<file path="config.mk">
export PLATFORM = sky130hd
export DESIGN_NAME = demux_router
export DESIGN_NICKNAME = d
export VERILOG_FILES = /design/src/rtl/demux_pkg.sv /design/src/rtl/demux_lane.sv /design/src/rtl/demux_router.sv
export SDC_FILE = /design/constraint.sdc
export NUM_CORES = 1
export LEC_CHECK = 0
export ABC_AREA = 1
export CAP_MARGIN = 10
export CORE_AREA = 2 2 132 121
export DETAILED_ROUTE_END_ITERATION = 8
export DIE_AREA = 0 0 134 123
export GPL_TIMING_DRIVEN = 0
export PLACE_DENSITY = 0.68
export SYNTH_ARGS = -nofsm -noshare
export SYNTH_HDL_FRONTEND = slang
export SYNTH_SLANG_ARGS = --single-unit
</file>
<file path="constraint.sdc">
create_clock -name clk -period 8.46 [get_ports clk]
set_input_delay 2.538 -clock clk [delete_from_list [all_inputs] [get_ports clk]]
set_output_delay 2.538 -clock clk [all_outputs]
set_load 0.02 [all_outputs]
</file>
<file path="src/rtl/demux_pkg.sv">
`default_nettype none
// ============================================================================
// Module      : demux_pkg
// Description : Shared sizing constants, the lane state encoding and a small
//               population-count helper for the demux_router slice.
// Contents    : NUM_LANES, DW, SW, INVALID_SEL, lane_state_e, popcount32()
// Revision    : 1.0 - initial release
// ============================================================================
package demux_pkg;

    localparam int NUM_LANES = 31;
    localparam int DW        = 2;
    localparam int SW        = 5;

    // Destination index with no lane behind it; symbols sent here are dropped.
    localparam logic [SW-1:0] INVALID_SEL = 5'd31;

    typedef enum logic [0:0] {
        LANE_EMPTY = 1'b0,
        LANE_FULL  = 1'b1
    } lane_state_e;

    // Number of set bits in a 32-bit vector (result fits in 6 bits).
    function automatic logic [5:0] popcount32(input logic [31:0] vec);
        logic [5:0] w_sum;
        w_sum = '0;
        for (int i = 0; i < 32; i++) begin
            w_sum = w_sum + {5'd0, vec[i]};
        end
        return w_sum;
    endfunction

endpackage
`default_nettype wire

</file>
<file path="src/rtl/demux_lane.sv">
`default_nettype none
// ============================================================================
// Module      : demux_lane
// Description : One output lane of the router: a single holding register with
//               an EMPTY/FULL state machine and a valid/ack consumer handshake.
// Ports       : clk, rst        - clock, synchronous active-high reset
//               i_load, i_data  - write a symbol into the lane
//               i_ack           - consumer takes the symbol (ignored if EMPTY)
//               o_valid, o_data - lane contents towards the consumer
//               o_ready         - lane can take a load this cycle
// Revision    : 1.0 - initial release
// ============================================================================
module demux_lane #(
    parameter int DW = 2
) (
    input  logic          clk,
    input  logic          rst,
    input  logic          i_load,
    input  logic          i_ack,
    input  logic [DW-1:0] i_data,
    output logic          o_valid,
    output logic          o_ready,
    output logic [DW-1:0] o_data
);
    import demux_pkg::*;

    lane_state_e   r_state;
    lane_state_e   w_state_nxt;
    logic [DW-1:0] r_data;
    logic [DW-1:0] w_data_nxt;

    always_ff @(posedge clk) begin
        if (rst) begin
            r_state <= LANE_EMPTY;
            r_data  <= '0;
        end else begin
            r_state <= w_state_nxt;
            r_data  <= w_data_nxt;
        end
    end

    always_comb begin
        w_state_nxt = r_state;
        w_data_nxt  = r_data;
        case (r_state)
            LANE_EMPTY: begin
                if (i_load) begin
                    w_state_nxt = LANE_FULL;
                    w_data_nxt  = i_data;
                end
            end
            LANE_FULL: begin
                // A load while FULL only happens together with an ack, so the
                // lane simply takes the new symbol and stays FULL.
                if (i_load) begin
                    w_data_nxt = i_data;
                end else if (i_ack) begin
                    w_state_nxt = LANE_EMPTY;
                    w_data_nxt  = '0;
                end
            end
            default: begin
                w_state_nxt = LANE_EMPTY;
                w_data_nxt  = '0;
            end
        endcase
    end

    assign o_valid = (r_state == LANE_FULL);
    assign o_ready = (r_state == LANE_EMPTY) | i_ack;
    assign o_data  = r_data;

endmodule
`default_nettype wire

</file>
<file path="src/rtl/demux_router.sv">
`default_nettype none
// ============================================================================
// Module      : demux_router
// Description : Registered 1-to-31 router for 2-bit symbols. A valid/ready
//               input is steered by a 5-bit destination into per-lane holding
//               registers presented with valid/ack. Destination 31 has no
//               lane: such symbols are consumed, dropped and flagged.
// Ports       : clk, reset                  - clock, synchronous active-high reset
//               in_valid/in_ready/in_sel/in_data - producer side
//               out_valid/out_data/out_ack  - per-lane consumer side
//               drop_err                    - one-cycle pulse per dropped symbol
//               occupancy                   - number of FULL lanes
//               drop_cnt                    - saturating drop counter
// Config      : DEMUX_DROP_CNT_EN - when defined, adds the drop_cnt port and
//               its 8-bit saturating register.
// Revision    : 1.0 - initial release
// ============================================================================
module demux_router #(
    parameter int NUM_LANES = demux_pkg::NUM_LANES,
    parameter int DW        = demux_pkg::DW,
    parameter int SW        = demux_pkg::SW
) (
    input  logic                    clk,
    input  logic                    reset,
    input  logic                    in_valid,
    output logic                    in_ready,
    input  logic [SW-1:0]           in_sel,
    input  logic [DW-1:0]           in_data,
    output logic [NUM_LANES-1:0]    out_valid,
    output logic [NUM_LANES*DW-1:0] out_data,
    input  logic [NUM_LANES-1:0]    out_ack,
    output logic                    drop_err,
    output logic [4:0]              occupancy
`ifdef DEMUX_DROP_CNT_EN
    ,
    output logic [7:0]              drop_cnt
`endif
);
    import demux_pkg::*;

    localparam int c_SEL_SPAN = 1 << SW;

    logic                  w_is_drop;
    logic                  w_accept;
    logic [NUM_LANES-1:0]  w_load;
    logic [NUM_LANES-1:0]  w_lane_ready;
    logic [c_SEL_SPAN-1:0] w_ready_ext;
    logic [NUM_LANES-1:0]  w_eff_ack;
    logic [5:0]            w_ack_cnt;
    logic [5:0]            w_occ_sum;
    logic [4:0]            r_occupancy;
    logic                  r_drop_err;

    assign w_is_drop = (in_sel == INVALID_SEL);
    assign w_accept  = in_valid & in_ready;

    // Indices without a lane always report ready so drops never stall.
    always_comb begin
        w_ready_ext                 = '1;
        w_ready_ext[NUM_LANES-1:0]  = w_lane_ready;
    end

    assign in_ready = w_ready_ext[in_sel];

    generate
        for (genvar i = 0; i < NUM_LANES; i++) begin : g_lane
            localparam logic [SW-1:0] c_IDX = SW'(i);

            assign w_load[i] = w_accept & (in_sel == c_IDX);

            demux_lane #(
                .DW (DW)
            ) u_lane (
                .clk     (clk),
                .rst     (reset),
                .i_load  (w_load[i]),
                .i_ack   (out_ack[i]),
                .i_data  (in_data),
                .o_valid (out_valid[i]),
                .o_ready (w_lane_ready[i]),
                .o_data  (out_data[i*DW +: DW])
            );
        end
    endgenerate

    // Acks on EMPTY lanes do not count toward the occupancy decrement.
    assign w_eff_ack = out_ack & out_valid;
    assign w_ack_cnt = popcount32(32'(w_eff_ack));

    always_comb begin
        w_occ_sum = {1'b0, r_occupancy} + {5'd0, |w_load} - w_ack_cnt;
        if (w_occ_sum > 6'd31) begin
            w_occ_sum = 6'd31;
        end
    end

    always_ff @(posedge clk) begin
        if (reset) begin
            r_occupancy <= '0;
            r_drop_err  <= 1'b0;
        end else begin
            r_occupancy <= w_occ_sum[4:0];
            r_drop_err  <= w_accept & w_is_drop;
        end
    end

    assign occupancy = r_occupancy;
    assign drop_err  = r_drop_err;

`ifdef DEMUX_DROP_CNT_EN
    logic [7:0] r_drop_cnt;

    always_ff @(posedge clk) begin
        if (reset) begin
            r_drop_cnt <= '0;
        end else if (w_accept && w_is_drop && (r_drop_cnt != 8'hFF)) begin
            r_drop_cnt <= r_drop_cnt + 8'd1;
        end
    end

    assign drop_cnt = r_drop_cnt;
`endif

endmodule
`default_nettype wire

</file>
==> reports/metrics.cfg, run 1 <==
[placement]
placed_area_um2 = 7600
dp_hpwl_um = 15200
port_buffers = 139
gp_congestion = 0.969
post-place-ws_ns = -1.39

[timing]
tns_ns = -0.226
max_freq_mhz = 117
period_share_pct = 101
finalMaxSlewViolations = 0
grt_setup_unrepaired = yes
final.setup.worst_slack_ns = -0.110
hold_ws_ns = 0.464
hold_viol_final = 0
max_slew_margin_pct = 39.8
fin_skew_ns = 0.00917
setup_viol = 3
worstMarginPinSlew_ns = 0.903
timing.final.crit_period_ns = 8.57

[grt]
grt_max_degree = 18
grt_first_pass_wirelength_um = 31700
overflow = 0
grt_usage_pct = 25.7
antenna_found_initial = 0
first_global_vias = 5834

[synth]
synthMuxAreaShare_pct = 0
synth-xor-area-share_pct = 0.294
synth_cell_type_count = 26
synth_area_leaders = dfxtp_1 33%, nand2_1 12%, fa_1 9.7%
synth_simple_gate_area_share_pct = 25.5
synth-edff-count = 0
syn_inst = 836
netlist_area_um2 = 5960
yosysSeqAreaShare_pct = 33.2
async_reset_ff_share_pct = 0
synth_top_family_by_area = simple AND/OR/NAND/NOR gates
yosys.area.top_type_share_pct = 33.2
synth-compound-area-share_pct = 10.6
synthFlopType = dfxtp_1
yosys-top-cells-count = 184 x nand2_1, 130 x inv_1, 99 x dfxtp_1, 84 x a21oi_1, 74 x nor2_1
ys_ff_latch = 99
syn_nets = 931
synth_warnings = 0
post-synth-top-count-cell = nand2_1
yosysTopAreaCell = dfxtp_1
synthAdderAreaFrac_pct = 15.0
synth.avg_cell_area_um2 = 7.13

[power_and_ir_drop]
p_leak_nw = 3.91
power.density_nw_per_um2 = 163
ir_drop_uv = 152

[worst_setup_path]
cpMostUsedCell = buf_4
start_kind = input pin
r2r_slack_ns = 1.94
worstReg2RegEnd = g_lane[9].u_lane.o_data[1]$_SDFFE_PP0P_
crit_slowest_cell = dlygate4sd2_1
crit_family = buffers and inverters
crit_type = input pin to flip-flop
crit_path_max_fanout = 5
end_kind = flip-flop
crit-reg2reg-launch = g_lane[9].u_lane.o_valid$_SDFF_PP0_
cp_slowest_stage_delay_ns = 0.24
required_ns = 8.69
path_buf_inv = 42
reg2reg_depth = 51
arrival_ns = 8.80

[drt]
ant_nets = 0
first_pass_iters = 5
via_per_inst = 4.96
wl_um = 21200
wl_per_cell_um = 16.9
drc = 0
via_count = 6243
first_iter_violations = 484

[clock_network]
clkSinkCount = 99
cts_hold_buf = 0
clk_path_buf_depth = 2
numCtsBuffers = 9
clock_latency_ns = 0.37
cts.clk_slew.worst_paths_ns = 0.07
cts_tree = built
h-tree-depth = 3
root_buffer = clkbuf_16

[floorplan]
core_area_um2 = 15100
start_util_pct = 39.4
die_y_um = 123
io_pins = 141
die_w_um = 134
rows = 43
dieArea_um2 = 16500

[hold_path]
hold_end = g_lane[10].u_lane.o_data[0]$_SDFFE_PP0P_
hp-class = flip-flop to flip-flop
hold_path_depth = 2
min_from = g_lane[10].u_lane.o_data[0]$_SDFFE_PP0P_

[finish]
fillers = 1395
final_core_util_pct = 58.2
antenna_cells = 0
nNetsFinal = 1147
syn2layout_area_growth_pct = 47.5
stdcell_area_um2 = 8790
drive_above_1_share_pct = 22.1

[flow_run]
drv_cap = 0

[run_status]
violations = negative setup slack
status = finished with violations

[area by class of cell]
cell class	instances	area (um^2)	area share, %
Clock inverter	6	51.3	0.583
Buffer	59	384	4.37
Timing Repair Buffer	205	1950	22.2
Clock buffer	10	229	2.60
Tap cell	202	253	2.87
Multi-Input combinational cell	529	3370	38.3
Inverter	149	572	6.50
Sequential cell	99	1980	22.5
[sequential cells by signal, summed over array words and instances, names as in the netlist]
register / flops
drop_err: 1
occupancy: 5
g_lane.u_lane.o_valid: 31
g_lane.u_lane.o_data: 62
[worst min-delay path: stages, from the launching register on]
cell and delay, ns:
dfxtp_1 0.31, nand2_1 0.06, a21oi_1 0.05
[worst max path at each step]
stage / start / end / depth (start not counted)
after floorplan: in_sel[1] / occupancy[2]$_SDFF_PP0_ / 34
after global routing: out_ack[15] / occupancy[4]$_SDFF_PP0_ / 37
after detailed placement: in_sel[0] / occupancy[3]$_SDFF_PP0_ / 37
after CTS: out_ack[29] / occupancy[3]$_SDFF_PP0_ / 35
final: out_ack[15] / g_lane[9].u_lane.o_data[1]$_SDFFE_PP0P_ / 53
after global placement: in_sel[0] / occupancy[3]$_SDFF_PP0_ / 37
[through the flow]
| stage | total power, mW | std cells |
|---|---|---|
| 3_5_place_dp | 0.949 | 1177 |
| 4_1_cts | 1.41 | 1244 |
| 2_1_floorplan | 0.811 | 836 |
| 3_3_place_gp | 0.947 | 1177 |
| 6_report | 1.43 | 1259 |
| 5_1_grt | 1.54 | 1259 |
[power by group]
part / leakage (nW) / internal (mW) / total [mW] / switching [mW]
Sequential: 0.800 / 0.484 / 0.494 / 0.00987
Clock: 0.133 / 0.203 / 0.400 / 0.197
Combinational: 2.98 / 0.242 / 0.541 / 0.298
[per-layer routing]
metal	GRT usage, %	part of all wire [%]	wire [um]	vias up
met5	0	0	0	-
met4	10.4	3.0	640	0
met3	5.82	8.3	1750	46
met2	39.5	43	9170	288
met1	35.1	46	9680	2884
li1	-	-	-	3025
[logic make-up (layout without fill, tap and decap cells)]
logic type,after synthesis,in the layout
adder cells (fa/ha/maj),54,54
buffers and inverters,208,429
AO/OA/AOI/OAI,113,113
AND/OR/NAND/NOR,360,360
XOR/XNOR,2,2
flip-flops,99,99
[cells in the final DEF, fill, tap and decap left out, types with 16 or more instances in the layout]
cell type,n
dlymetal6s2s_1,16
nand2_2,39
clkdlybuf4s50_1,104
nor2_1,49
nand3_1,67
inv_1,123
nand2_1,158
fa_1,25
dfxtp_1,99
inv_2,16
a21oi_1,84
buf_4,92
ha_1,23
nor2_2,16
[what timing repair did]
| item | CTS | global route |
|---|---|---|
| endpoints found under the setup margin | 5 | 8 |
| gates resized for setup | 103 | 90 |
| buffers inserted | 50 | 15 |
| hold endpoints to repair | 0 | 0 |
| cloned | 1 | 0 |
| pin swaps | 15 | 59 |
Note: power is estimated with default switching activity, not from simulation.
==> inputs of run 2 (changes only) <==
Settings changed: GPL_TIMING_DRIVEN 0 to not set.
==> reports/metrics.cfg, run 2 (synthesis results as in run 1) <==
[run_status]
status = complete, no violations

[timing]
setup_viol = 0
period_share_pct = 97.0
hold_viol_final = 0
finalMaxSlewViolations = 0
fin_skew_ns = 0.00487
tns_ns = 0
worstMarginPinSlew_ns = 0.942
timing.final.crit_period_ns = 8.20
max_freq_mhz = 122
max_slew_margin_pct = 37.2

[worst_setup_path]
crit_slowest_cell = fa_2
crit_start = in_sel[0]
end_kind = flip-flop
r2r_slack_ns = 2.33
reg2reg_depth = 37
required_ns = 8.71
start_kind = input pin
worstReg2RegEnd = occupancy[0]$_SDFF_PP0_
crit_family = adder cells
arrival_ns = 8.45
cp_slowest_stage_delay_ns = 0.52
crit_type = input pin to flip-flop
crit-reg2reg-launch = g_lane[18].u_lane.o_valid$_SDFF_PP0_
crit_path_max_fanout = 7
path_buf_inv = 12

[finish]
antenna_cells = 0
layout_commonest_cell = nand2_1
largest_reg_flops = 62
stdcell_area_um2 = 8600
syn2layout_area_growth_pct = 44.3
final_cell_mix = 156 x nand2_1, 121 x inv_1, 102 x clkdlybuf4s50_1
nNetsFinal = 1108
drive_above_1_share_pct = 21.4
finalNonFillerCells = 1220

[hold_path]
min_from = g_lane[6].u_lane.o_data[0]$_SDFFE_PP0P_
hp-class = flip-flop to flip-flop
hold_end = g_lane[6].u_lane.o_data[0]$_SDFFE_PP0P_
hold_path_depth = 2

[floorplan]
io_pins = 141
start_util_pct = 39.4
rows = 43
dieArea_um2 = 16500
core_area_um2 = 15100
die_w_um = 134
die_y_um = 123

[flow_run]
drv_cap = 0

[clock_network]
clock_latency_ns = 0.36
cts_hold_buf = 0
clkSinkCount = 99
cts.clk_slew.worst_paths_ns = 0.07
root_buffer = clkbuf_16
cts_tree = built
clk_path_buf_depth = 2
h-tree-depth = 3
numCtsBuffers = 9

[grt]
grt_first_pass_wirelength_um = 28000
grt_max_degree = 87
antenna_found_initial = 0
overflow = 0
first_global_vias = 5533
grt_usage_pct = 21.9

[drt]
via_per_inst = 4.79
first_iter_violations = 317
first_pass_iters = 5
wl_per_cell_um = 14.8
ant_nets = 0
drc = 0
wl_um = 18100
via_count = 5840

[placement]
dp.cells = 1188
gp_congestion = 0.900
placed_area_um2 = 7790
port_buffers = 140
dp_hpwl_um = 13500

[power_and_ir_drop]
p_switching_mw = 0.536
pwr-share-comb_pct = 39.0
ir_drop_uv = 170
p_int_mw = 1.07
power.density_nw_per_um2 = 187
seqPwrFrac_pct = 30.8
swShare_pct = 33.4
clkPwrFrac_pct = 30.2
p_leak_nw = 3.76

-- run 2: changes by cell type in the layout (fill, tap and decap cells not counted), moves of 6 or more --
cell / delta
buf_4: -17
clkbuf_1: -14
clkdlybuf4s15_1: -7
dlygate4sd2_1: +17
dlymetal6s2s_1: -8
nor3_1: +6
-- run 2: metal layers --
| metal | global-route usage [%] | wire length (um) | up-vias |
|---|---|---|---|
| met2 | 33.8 | 7990 | 196 |
| met4 | 7.45 | 301 | 0 |
| met3 | 5.41 | 1290 | 23 |
| met1 | 30.1 | 8540 | 2693 |
| met5 | 0 | 0 | - |
| li1 | - | - | 2928 |
-- run 2: worst reg2reg max path, delay by kind of cell (launching register included) --
| kind | cells | cell delay (ns) |
|---|---|---|
| xor gates and xnor gates | 2 | 0.30 |
| buffers and inverters | 11 | 0.80 |
| and+or+nand+nor | 11 | 0.86 |
| adders and majority gates | 10 | 3.43 |
| DFF | 1 | 0.35 |
| AOI/OAI and AO/OA | 3 | 0.26 |
-- run 2: cell type report --
type	count	area (um^2)
Timing Repair Buffer	225	2080
Fill cell	1383	6520
Multi-Input combinational cell	529	3360
Sequential cell	99	1980
Clock buffer	10	239
Clock inverter	6	113
Tap cell	202	253
Inverter	149	572
-- run 2: worst max path at each step --
stage                                    endpoint  slack (ns)  cells after the start
after CTS                 occupancy[1]$_SDFF_PP0_      0.0004                     37
after floorplan           occupancy[2]$_SDFF_PP0_        0.14                     34
after detailed placement  occupancy[1]$_SDFF_PP0_       -0.87                     34
final                     occupancy[0]$_SDFF_PP0_        0.26                     38
after global placement    occupancy[1]$_SDFF_PP0_       -0.80                     34
after global routing      occupancy[4]$_SDFF_PP0_       -0.03                     38
-- run 2: timing repair --
item,CTS,global route
resized for setup,107,65
gates cloned,1,0
pin swaps,29,27
setup endpoints to repair,5,5
endpoints found under the hold margin,0,0
buffers inserted,11,6
-- run 2: stage by stage --
stage	setup WS (ns)	util [%]	hold slack, ns	total power, mW
2_1_floorplan	0.140	-	0.470	0.811
3_3_place_gp	-0.796	51.5	0.448	0.962
3_5_place_dp	-0.868	51.5	0.450	0.963
4_1_cts	0.000435	55.7	0.461	1.54
5_1_grt	-0.0325	56.9	0.481	1.71
6_report	0.256	56.9	0.459	1.61
-- run 2: power by group through the flow --
stage	Combinational, mW	Clock (mW)	Sequential (mW)
detailed placement	0.458	0	0.505
global placement	0.457	0	0.505
global route	0.704	0.509	0.496
floorplan	0.291	0	0.520
CTS	0.555	0.493	0.495
finish	0.626	0.485	0.495
